<file path="src/rtl/aardvark_pkg.sv">
// Shared widths, ALU opcodes and sequencer state encoding for the 8-bit ALU datapath.
package aardvark_pkg;

  localparam int DATA_W     = 8;
  localparam int REG_ADDR_W = 3;
  localparam int OP_W       = 3;

  typedef enum logic [OP_W-1:0] {
    OP_ADD = 3'd0,
    OP_SUB = 3'd1,
    OP_AND = 3'd2,
    OP_OR  = 3'd3,
    OP_XOR = 3'd4,
    OP_NOT = 3'd5,
    OP_SHL = 3'd6,
    OP_SHR = 3'd7
  } alu_op_e;

  typedef enum logic [2:0] {
    IDLE = 3'd0,
    RD_A = 3'd1,
    RD_B = 3'd2,
    EXEC = 3'd3,
    WB   = 3'd4
  } seq_state_e;

endpackage

</file>
<file path="src/rtl/alu_sequencer.sv">
// Multi-cycle sequencer: reads two operands through one register-file port, drives the
// external ALU, then writes back the result and updates the architectural zero flag.
module alu_sequencer
  import aardvark_pkg::*;
(
  input  logic                  clk,
  input  logic                  rst_n,
  input  logic                  req_valid,
  output logic                  req_ready,
  input  logic [OP_W-1:0]       req_op,
  input  logic [REG_ADDR_W-1:0] req_rs,
  input  logic [REG_ADDR_W-1:0] req_rt,
  input  logic [REG_ADDR_W-1:0] req_rd,
  input  logic                  req_wb,
  output logic [REG_ADDR_W-1:0] rf_raddr,
  input  logic [DATA_W-1:0]     rf_rdata,
  output logic                  rf_we,
  output logic [REG_ADDR_W-1:0] rf_waddr,
  output logic [DATA_W-1:0]     rf_wdata,
  output logic [DATA_W-1:0]     alu_a,
  output logic [DATA_W-1:0]     alu_b,
  output logic [OP_W-1:0]       alu_op,
  input  logic [DATA_W-1:0]     alu_result,
  input  logic                  alu_zero,
  output logic                  done,
  output logic                  zero_flag
);

  seq_state_e            state;
  logic [OP_W-1:0]       op_q;
  logic [REG_ADDR_W-1:0] rt_q;
  logic [REG_ADDR_W-1:0] rd_q;
  logic                  wb_q;
  logic [DATA_W-1:0]     a_q;
  logic                  zq;

  // Every output is registered: each state loads the values the next state presents,
  // so rs goes straight into rf_raddr and the B operand / result live in alu_b / rf_wdata.
  always_ff @(posedge clk) begin
    if (!rst_n) begin
      state     <= IDLE;
      op_q      <= '0;
      rt_q      <= '0;
      rd_q      <= '0;
      wb_q      <= 1'b0;
      a_q       <= '0;
      zq        <= 1'b0;
      req_ready <= 1'b1;
      rf_raddr  <= '0;
      rf_we     <= 1'b0;
      rf_waddr  <= '0;
      rf_wdata  <= '0;
      alu_a     <= '0;
      alu_b     <= '0;
      alu_op    <= '0;
      done      <= 1'b0;
      zero_flag <= 1'b0;
    end else begin
      case (state)
        IDLE: begin
          if (req_valid && req_ready) begin
            op_q      <= req_op;
            rt_q      <= req_rt;
            rd_q      <= req_rd;
            wb_q      <= req_wb;
            rf_raddr  <= req_rs;
            req_ready <= 1'b0;
            state     <= RD_A;
          end
        end
        // RD_A -> RD_B: capture operand A, point the read port at rt
        RD_A: begin
          a_q      <= rf_rdata;
          rf_raddr <= rt_q;
          state    <= RD_B;
        end
        // RD_B -> EXEC: operand B goes directly onto the ALU input
        RD_B: begin
          rf_raddr <= '0;
          alu_a    <= a_q;
          alu_b    <= rf_rdata;
          alu_op   <= op_q;
          state    <= EXEC;
        end
        // EXEC -> WB: capture result and zero, stage the write-back
        EXEC: begin
          alu_a    <= '0;
          alu_b    <= '0;
          alu_op   <= '0;
          zq       <= alu_zero;
          rf_we    <= wb_q;
          rf_waddr <= rd_q;
          rf_wdata <= alu_result;
          done     <= 1'b1;
          state    <= WB;
        end
        // WB -> IDLE: retire; the flag commits only here so an abort leaves it untouched
        WB: begin
          zero_flag <= zq;
          rf_we     <= 1'b0;
          rf_waddr  <= '0;
          rf_wdata  <= '0;
          done      <= 1'b0;
          req_ready <= 1'b1;
          state     <= IDLE;
        end
        default: begin
          req_ready <= 1'b1;
          state     <= IDLE;
        end
      endcase
    end
  end

endmodule

</file>
<file path="config.mk">
export PLATFORM = sky130hd
export DESIGN_NAME = alu_sequencer
export DESIGN_NICKNAME = d
export VERILOG_FILES = /design/src/rtl/aardvark_pkg.sv /design/src/rtl/alu_sequencer.sv
export SDC_FILE = /design/constraint.sdc
export NUM_CORES = 1
export LEC_CHECK = 0
export ABC_AREA = 1
export CELL_PAD_IN_SITES_DETAIL_PLACEMENT = 1
export CELL_PAD_IN_SITES_GLOBAL_PLACEMENT = 1
export CORE_UTILIZATION = 33
export CTS_CLUSTER_DIAMETER = 50
export DETAILED_ROUTE_END_ITERATION = 16
export HOLD_SLACK_MARGIN = 0.1
export MAX_ROUTING_LAYER = met4
export PLACE_DENSITY = 0.83
export SYNTH_ARGS = -nofsm -noshare
export SYNTH_HDL_FRONTEND = slang
export SYNTH_SLANG_ARGS = --single-unit
</file>
<file path="constraint.sdc">
create_clock -name clk -period 1.4 [get_ports clk]
set_input_delay 0.14 -clock clk [delete_from_list [all_inputs] [get_ports clk]]
set_output_delay 0.14 -clock clk [all_outputs]
set_load 0.03 [all_outputs]
</file>
==> out/results.tsv, run 1 <==
stage	metric	value	unit
drt	detailed-router iteration count before antenna repair	4	
synth	top_reg_cell synth	dfxtp_1	
layout	filler instances	836	
synth	most frequent cell after synthesis	nand2_1	
worst_setup_path	CP delay by family, top	buffers and inverters	
timing	Worst Skew	0.00674	ns
synth	cells after synthesis	280	
drt	Post-DRT Antenna Nets	0	
worst_setup_path	Max stage delay on crit path	0.44	ns
drt	wirelength, routed	6.06	mm
layout	Final Net Count	387	
synth	Synth top area share	0.510	
global_routing	number of global-route vias before repair	2138	
global_routing	largest net degree at the start of global routing	40	
floorplanning	core area	6790	um^2
timing	Hold Fails Final Rpt	0	
timing	Worst Tran Pin Value	0.338	ns
worst_setup_path	Critical path buffers and inverters	1	
synth	fraction of registers with async set/reset	0	
clock_network	number of CTS-inserted buffers	9	
worst_setup_path	crit path max-delay cell type	dlygate4sd2_1	
clock_network	H-tree depth	3	
synth	xor/xnor share of the synthesized area	0	
timing	Final Cycle Share	0.948	
clock_network	worst-skew pair later-pin latency	0.34	ns
worst_setup_path	CP Max Fanout	4	
worst_setup_path	Cell Chain, Critical Path	dlygate4sd2_1	
placement	GPL Wtd Cong	0.748	
worst_setup_path	CP Data Required Time	1.26	ns
synth	synth warn	0	
layout	area of the multi-input gates	981	um^2
worst_setup_path	CP Class	flip-flop to output port	
drt	DRC violation count after routing	0	
floorplanning	Chip Height	85.8	um
global_routing	first-pass GRT wire length	10.1	mm
hold_path	min-delay worst type	input port to flip-flop	
synth	Mapped Avg Cell Area	8.27	um^2
placement	PortBufs	69	
layout	Reg area	1180	um^2
floorplanning	IO Count	70	
clock_network	Longest Clk Path Bufs	2	
synth	Mapped Area	2320	um^2
drt	vias per std cell	4.48	
timing	relative slew slack	0.776	
synth	Seq cells post-synth	59	
synth	Post-Synth Simple-Gate Area	0.313	
drt	DRT iter0 DRCs	61	
clock_network	CTS tree	built	
timing	RSZ-0062 raised after global routing	false	
synth	mux cell area share after synthesis	0	
global_routing	gr usage total	0.188	
drt	vias	2040	
pwr	VDD IR max	0.662	mV
timing	count of final setup violators	0	
timing	Final min period	1.33	ns
synth	leading area contributor after synthesis	dfxtp_1	
flow_run	maxcap violations	0	
synth	top cells by area, synth	dfxtp_1, nand2_1, a21oi_1, nand2_2, nand3_1	
floorplanning	# rows	30	
drt	wire length per cell	13.3	um
synth	Synth top cells by count	nand2_1, dfxtp_1, a21oi_1	
pwr	final total power	4530	uW
clock_network	Reg clk slew, reported paths	0.07	ns
timing	TNS Setup	0	ns
pwr	leakage dissipation	0.00144	uW
layout	ratio of cells with drive above 1 in the final layout	0.198	
synth	main combinational cell family by area after synthesis	simple AND/OR/NAND/NOR gates	
floorplanning	chip width	85.8	um
synth	adder-cell area share of the yosys netlist	0	
timing	max-slew violation count	0	
clock_network	clock root buffer	clkbuf_8	
pwr	P per Cell Area	1380	nW/um^2
synth	distinct cell type count after synthesis	23	
timing	Max Fclk	753	MHz
layout	diode count	0	
synth	EDFF count, synth	0	
worst_setup_path	crit path capture type	output port	
floorplanning	Initial Util	0.341	
floorplanning	die area	7360	um^2
global_routing	initial antenna violation count	0	
worst_setup_path	Worst Path Arrival	1.19	ns
global_routing	global route total overflow	0	
clock_network	Num Clock Sinks	59	
placement	hpwl dp	4.18	mm
layout	Synth-to-Final Area Change	41.7	%
synth	complex-gate fraction of the synthesized area	0.107	
run_status	status	completed	
clock_network	setup repair bufs after CTS	0	
worst_setup_path	CP startpoint kind	flip-flop	
synth	sequential share of the synthesized area	0.510	
synth	Mapped Nets	313	
==> metrics by stage <==
stage               hold slack, ns  worst slack [ns]  std cells  cell area, um^2  utilization
finish                       0.369            0.0726        455             3280        0.483
global route                 0.361            0.0279        455             3280        0.483
CTS                          0.352            0.0787        455             3270        0.482
detailed placement           0.450          0.000570        439             3090        0.455
global placement             0.443            0.0741        439             3090        0.455
floorplan                    0.245             0.125        280             2320            -
==> worst paths after layout <==
kind	slack (ns)	cells past startpoint	start	to
worst max-delay path	0.07	1	req_ready$_SDFFE_PN1P_	req_ready
worst min-delay path	0.37	3	alu_result[1]	rf_wdata[1]$_SDFFE_PN0P_
worst max register to register	0.14	6	state[0]$_SDFFE_PN0P_	op_q[2]$_SDFFE_PN0P_
worst min register to register	0.45	2	zero_flag$_SDFFE_PN0P_	zero_flag$_SDFFE_PN0P_
==> placed cells by master, fill, tap and decap left out, types with 3 or more instances in the layout <==
cell / Yosys / final
buf_4: 1 / 4
dfxtp_1: 59 / 58
nor2_1: 9 / 9
nand2_2: 24 / 24
inv_2: 4 / 4
inv_1: 6 / 6
clkdlybuf4s50_1: 0 / 32
clkbuf_8: 0 / 11
a21oi_1: 30 / 30
nand3_1: 18 / 18
nand2_1: 95 / 95
a21oi_2: 10 / 10
nand3_2: 3 / 3
dlygate4sd2_1: 0 / 37
inv_4: 3 / 3
==> layer usage <==
layer	share of wire	wire length (um)	up-vias	track usage
met5	0	0	-	-
met4	0.012	75	0	0.0591
met3	0.054	330	5	0.0693
met2	0.52	3130	57	0.328
met1	0.42	2520	942	0.197
li1	-	-	1036	-
==> area by class of cell <==
type / instances / area share
Clock buffer: 12 / 0.0473
Clock inverter: 4 / 0.0221
Inverter: 13 / 0.0172
Multi-Input combinational cell: 196 / 0.299
Sequential cell: 59 / 0.360
Tap cell: 96 / 0.0366
Timing Repair Buffer: 75 / 0.218
==> power breakdown <==
group	internal [uW]	leakage [uW]	switching (uW)
clock	1100	0.000113	667
combinational	323	0.000850	535
sequential	1810	0.000480	96.1
==> kinds of logic (layout without fill, tap and decap cells) <==
family          after synthesis  count (layout)
compound gates               42              42
flops                        59              59
simple gates                154             154
buf+inv                      25             104
==> registers in the layout, summed over array words and instances (netlist names) <==
register   flops
alu_b          8
req_ready      1
a_q            8
zero_flag      1
rf_raddr       3
rd_q           3
state          3
rt_q           3
alu_op         3
rf_wdata       8
alu_a          8
rf_we          1
done           1
zq             1
wb_q           1
op_q           3
rf_waddr       3
==> timing repair <==
action                     in CTS  in global routing
hold buffers                    0                  0
pin swaps                       0                  0
setup endpoints to repair      37                 11
hold endpoints to repair        0                  0
gates resized for setup        37                  2
cloned                          0                  0
Note: power is estimated with default switching activity, not from simulation.
==> run 2, diff against run 1 <==
SETUP_SLACK_MARGIN = 0.1   (was default)
==> run 2 against run 1 <==
- maximum frequency increased by 5.7%
- core utilization is essentially flat
- setup slack gained 0.071 ns
- power hardly changed
- design area about the same
- hold slack about the same
- sequential cell count is the same
- clock-buffer cell count did not move
==> out/results.tsv, run 2 (synthesis gave the netlist of run 1 again) <==
stage	metric	value	unit	change
run_status	status	completed		
global_routing	number of global-route vias before repair	2142		+0.19%
pwr	P per Cell Area	1380	nW/um^2	about the same
timing	Final min period	1.26	ns	-0.0711 ns
worst_setup_path	crit path max-delay cell type	dfxtp_1		
placement	hpwl dp	4.18	mm	unchanged
worst_setup_path	Worst Path Arrival	1.51	ns	+0.32 ns
hold_path	min-delay worst type	input port to flip-flop		
floorplanning	IO Count	70		unchanged
drt	detailed-router iteration count before antenna repair	4		unchanged
global_routing	first-pass GRT wire length	10.1	mm	about the same
floorplanning	Initial Util	0.341		unchanged
layout	Reg area	1180	um^2	unchanged
layout	filler instances	836		unchanged
worst_setup_path	CP Class	flip-flop to flip-flop		
floorplanning	core area	6790	um^2	unchanged
worst_setup_path	r2r worst-path depth	6		unchanged
worst_setup_path	CP Launch Point	state[0]$_SDFFE_PN0P_		
drt	wire length per cell	13.3	um	about the same
timing	count of final setup violators	0		unchanged
worst_setup_path	Max stage delay on crit path	0.36	ns	-0.08 ns
clock_network	Num Clock Sinks	59		unchanged
clock_network	Reg clk slew, reported paths	0.07	ns	about the same
worst_setup_path	Critical path buffers and inverters	2		+1
worst_setup_path	r2r setup slk	0.14	ns	about the same
hold_path	worst hold start	alu_result[1]		
floorplanning	# rows	30		unchanged
worst_setup_path	CP startpoint kind	flip-flop		
global_routing	gr usage total	0.188		unchanged
clock_network	CTS tree	built		
worst_setup_path	Critical R2R Capture	op_q[2]$_SDFFE_PN0P_		
drt	Post-DRT Antenna Nets	0		unchanged
worst_setup_path	CP delay by family, top	flip-flops		
worst_setup_path	Cell Chain, Critical Path	inv_1, nand2_1, nor3_4, buf_12, nand2_1, a21oi_1		
layout	Final Net Count	387		unchanged
worst_setup_path	CP Data Required Time	1.66	ns	+0.40 ns
clock_network	worst-skew pair later-pin latency	0.33	ns	about the same
clock_network	Longest Clk Path Bufs	2		unchanged
timing	relative slew slack	0.775		about the same
layout	diode count	0		unchanged
timing	RSZ-0062 raised after global routing	true		
timing	Worst Skew	0.00674	ns	+0.00000325 ns
clock_network	H-tree depth	3		unchanged
layout	most common cell after layout, fill and taps aside	nand2_1		
timing	Max Fclk	796	MHz	+5.7%
worst_setup_path	WP depth	6		+5
floorplanning	die area	7360	um^2	unchanged
drt	DRT iter0 DRCs	64		+4.9%
flow_run	maxcap violations	0		unchanged
drt	vias per std cell	4.49		+0.25%
global_routing	largest net degree at the start of global routing	40		unchanged
worst_setup_path	crit path capture type	flip-flop		
timing	Hold Fails Final Rpt	0		unchanged
placement	GPL Wtd Cong	0.748		unchanged
timing	max-slew violation count	0		unchanged
worst_setup_path	CP Max Fanout	10		+6
global_routing	global route total overflow	0		unchanged
global_routing	initial antenna violation count	0		unchanged
pwr	leakage dissipation	0.00144	uW	-0.23%
worst_setup_path	CP Capture Point	op_q[2]$_SDFFE_PN0P_		
worst_setup_path	most used cell, CP	nand2_1		
floorplanning	chip width	85.8	um	unchanged
drt	wirelength, routed	6.05	mm	about the same
timing	TNS Setup	0	ns	unchanged
layout	area of the multi-input gates	981	um^2	unchanged
timing	hold slack	0.369	ns	-0.000499 ns
layout	Synth-to-Final Area Change	41.6	%	about the same
floorplanning	Chip Height	85.8	um	unchanged
clock_network	number of CTS-inserted buffers	9		unchanged
drt	DRC violation count after routing	0		unchanged
timing	Worst Tran Pin Value	0.338	ns	+0.0000453 ns
timing	Final Cycle Share	0.897		-0.0508
drt	vias	2045		+0.25%
clock_network	setup repair bufs after CTS	0		unchanged
clock_network	clock root buffer	clkbuf_8		
worst_setup_path	R2R Path Start	state[0]$_SDFFE_PN0P_		
pwr	VDD IR max	0.663	mV	+0.10%
layout	ratio of cells with drive above 1 in the final layout	0.201		+0.00279
hold_path	WHS Path Cells	3		unchanged
placement	PortBufs	69		unchanged
layout	commonest non-fill, non-tap cells in the layout	nand2_1, dfxtp_1, dlygate4sd2_1		
## run 2: cell count changes in the layout (fill, tap and decap cells not counted), sizes merged
cell,delta
clkdlybuf4s15,+1
clkbuf,+1
dlygate4sd2,-2
## run 2: final cells by class
type / instances / area share
clock buffers: 12 / 0.0473
clock inverters: 4 / 0.0221
inverters: 13 / 0.0172
multi-input cells: 196 / 0.299
flip-flops and latches: 59 / 0.361
well taps: 96 / 0.0366
repair buffers: 75 / 0.217
## run 2: worst register-to-register path, cell delays in order (launching register included)
cell and delay (ns):
dfxtp_1 0.36, inv_1 0.16, nand2_1 0.13, nor3_4 0.16, buf_12 0.14, nand2_1 0.06, a21oi_1 0.16
## run 2: metal layers
metal	global-route usage	vias up	wire (um)
met5	-	-	0
met4	0.0591	0	63
met3	0.0693	4	319
met2	0.328	59	3140
met1	0.197	945	2530
li1	-	1037	-
## run 2: report_power, final
| part | internal (uW) | total (uW) | switching (uW) |
|---|---|---|---|
| sequential | 1810 | 1910 | 96.2 |
| clock | 1100 | 1760 | 666 |
| combinational | 322 | 857 | 535 |
| total | 3230 | 4530 | 1300 |
## run 2: how the worst min path moves through the flow
stage,to,slack (ns)
after global routing,rf_wdata[7]$_SDFFE_PN0P_,0.36
after global placement,rf_waddr[1]$_SDFFE_PN0P_,0.44
after detailed placement,rf_waddr[2]$_SDFFE_PN0P_,0.45
final,rf_wdata[1]$_SDFFE_PN0P_,0.37
after floorplan,rf_wdata[3]$_SDFFE_PN0P_,0.24
after CTS,rf_wdata[1]$_SDFFE_PN0P_,0.35
## run 2: repair_timing
| action | CTS | global route |
|---|---|---|
| gates resized for setup | 38 | 4 |
| endpoints found under the setup margin | 40 | 13 |
| hold buffers | 0 | 0 |
| pin swaps | 0 | 0 |
## run 2: through the flow
step                total power [uW]  utilization  std cells  setup WS (ns)  cell area [um^2]
floorplan                       2510            -        280          0.125              2320
global placement                2810        0.455        439         0.0741              3090
detailed placement              2840        0.455        439       0.000570              3090
CTS                             4590        0.482        455         0.0804              3270
global route                    4770        0.483        455         0.0774              3280
finish                          4530        0.483        455          0.144              3280
==> edit: new RTL, flow settings as in run 2 <==
Re-encode `seq_state_e` (5 states) as one-hot, 5 bits wide.
--- a/src/rtl/aardvark_pkg.sv
+++ b/src/rtl/aardvark_pkg.sv
@@ -16,12 +16,12 @@
     OP_SHR = 3'd7
   } alu_op_e;
 
-  typedef enum logic [2:0] {
-    IDLE = 3'd0,
-    RD_A = 3'd1,
-    RD_B = 3'd2,
-    EXEC = 3'd3,
-    WB   = 3'd4
+  typedef enum logic [4:0] {
+    IDLE = 5'b00001,
+    RD_A = 5'b00010,
+    RD_B = 5'b00100,
+    EXEC = 5'b01000,
+    WB   = 5'b10000
   } seq_state_e;
 
 endpackage
Behaviour: no difference found for any inputs over 10 cycles, from zero or initial values and one cycle with rst_n low; not proved beyond that.
==> edit against run 2 <==
  * Area after synthesis hardly changed
  * Power is 9.2% lower
  * Sequential cell count is 2 higher
  * Setup slack worse by 120 ps
  * Routed wire length is 15% higher
  * Clock power is 22% lower
  * Combinational power is 5.4% lower
  * Design area is 11% higher
  * Critical endpoint is now alu_b[7]
  * Largest cell class unchanged
  * Highest routed layer unchanged
==> edit: results (changes against run 2) <==
STA
  • Least-Margin Pin Slew: 353.8 ps (was 338.1 ps)
  • Clock Skews: 7.999 ps (was 6.740 ps)

Setup path
  • Dominant delay contributor by cell family on the critical path: buffers and inverters (was flip-flops)
  • Crit-path max FO: 9 (was 10)
  • Worst path slowest cell: sky130_fd_sc_hd__dfxtp_2 (was sky130_fd_sc_hd__dfxtp_1)
  • Arrival time worst endpoint: 1650 ps (was 1510 ps)
  • Slowest stage delay, CP: 340 ps (was 360 ps)
  • Start point of the critical path: state[3] (was state[0])

Place
  • GPL Wtd Cong: 0.7111 (was 0.7479)
  • Pre-CTS WS: 15.00 ps (was 0.5701 ps)
  • DP HPWL: 4.488 mm (was 4.182 mm)

Finish
  • Nets: 425 (was 387)
  • Fraction of layout cells with a size suffix above 1: 25.44% (was 20.06%)

Logic synthesis
  • Largest cells by area after synthesis: sky130_fd_sc_hd__dfxtp_1 53%, sky130_fd_sc_hd__nand2_1 13%, sky130_fd_sc_hd__nor2_1 8.1% (was sky130_fd_sc_hd__dfxtp_1 51%, sky130_fd_sc_hd__nand2_1 15%, sky130_fd_sc_hd__a21oi_1 6.5%)
  • FFs w/ async S/R, synth: 0% (unchanged)
  • Total nets after synthesis: 335 (was 313)

Detailed routing
  • DR iter-0 viols: 46 (was 64)

GRT
  • Global-route wire length before repair: 10.76 mm (was 10.09 mm)
  • Total routing resource utilization after global routing: 19.62% (was 18.76%)
  • Pin count of the biggest net entering global routing: 23 (was 40)

Hold path
  • Startpoint of the tightest hold check path: alu_result[7] (was alu_result[1])

Run status
  • Outcome: finished, final reports clean (unchanged)

Power
  • Leak pwr: 1.607 nW (was 1.439 nW)
  • Switching pwr: 1.189 mW (was 1.297 mW)
  • Worst vdd ir: 0.4922 mV (was 0.6627 mV)
-- edit: cell count changes after synthesis, sizes merged --
cell | run 2 | this run
and2 | 0 | 1
buf | 9 | 8
o21ai | 2 | 21
clkbuf | 3 | 7
a21oi | 40 | 29
dfxtp | 59 | 61
nand3 | 22 | 16
nand4 | 1 | 2
inv | 13 | 17
nand2 | 120 | 83
nor2 | 10 | 57
nor3 | 1 | 0
-- edit: per-stage QoR --
stage	instances	hold slack, ps	area (um^2)	utilization [%]	total power, mW
5_1_grt	493	374.7	3652	53.76	4.324
6_report	493	369.0	3652	53.76	4.107
3_3_place_gp	466	434.5	3187	46.91	2.604
3_5_place_dp	466	446.9	3187	46.91	2.634
2_1_floorplan	302	250.5	2316	-	2.331
4_1_cts	488	365.8	3395	49.96	4.021
-- edit: logic make-up (layout without fill, tap and decap cells) --
logic type / Yosys count / count (layout) / share of synthesized area [%]
AO/OA/AOI/OAI: 50 / 50 / 10.97
buffers and inverters: 32 / 127 / 6.864
flip-flops: 61 / 61 / 52.76
AND/OR/NAND/NOR: 159 / 159 / 29.41
-- edit: worst reg2reg max path, delay by kind of cell, from the launching register on --
family          cells  cell delay (ps)
compound gates      2              410
buf+inv             2              410
flops               1              340
simple gates        2              140
-- edit: layout make-up --
type                    instances  area, um^2
repair buffers                 93       919.6
clock buffers                  12       145.1
clock inverters                 4       23.77
flip-flops and latches         61        1232
multi-input cells             209        1129
well taps                      96       120.1
fillers                       821        3142
inverters                      17       75.07
repair inverters                1       7.507
-- edit: final timing paths --
check,end,slack (ps),cells past startpoint
setup / recovery,alu_b[7],20,6
hold reg to reg,zero_flag,450,2
hold / removal,rf_wdata[7],370,3
setup reg to reg,alu_b[7],20,6
-- edit: metal layers --
layer / GRT usage, % / routed length [um] / vias up / part of all wire, %
li1: - / - / 1138 / -
met1: 22.33 / 3057 / 1121 / 44
met2: 33.67 / 3495 / 63 / 50
met3: 5.390 / 325 / 13 / 4.7
met4: 5.909 / 100 / 0 / 1.4
met5: - / 0 / - / 0
-- edit: power groups by stage --
stage / Clock, mW / Sequential, mW / Combinational [mW]
floorplan: 0 / 1.99 / 0.337
finish: 1.37 / 1.92 / 0.811
global route: 1.50 / 1.93 / 0.891
global placement: 0 / 1.95 / 0.655
CTS: 1.41 / 1.92 / 0.700
detailed placement: 0 / 1.95 / 0.680
-- edit: timing repair --
item | 4_1_cts | 5_1_grt
resized for setup | 52 | 71
buffers inserted | 5 | 4
pin swaps | 5 | 21
hold buffers | 0 | 0
endpoints found under the setup margin | 75 | 54
gates cloned | 1 | 1
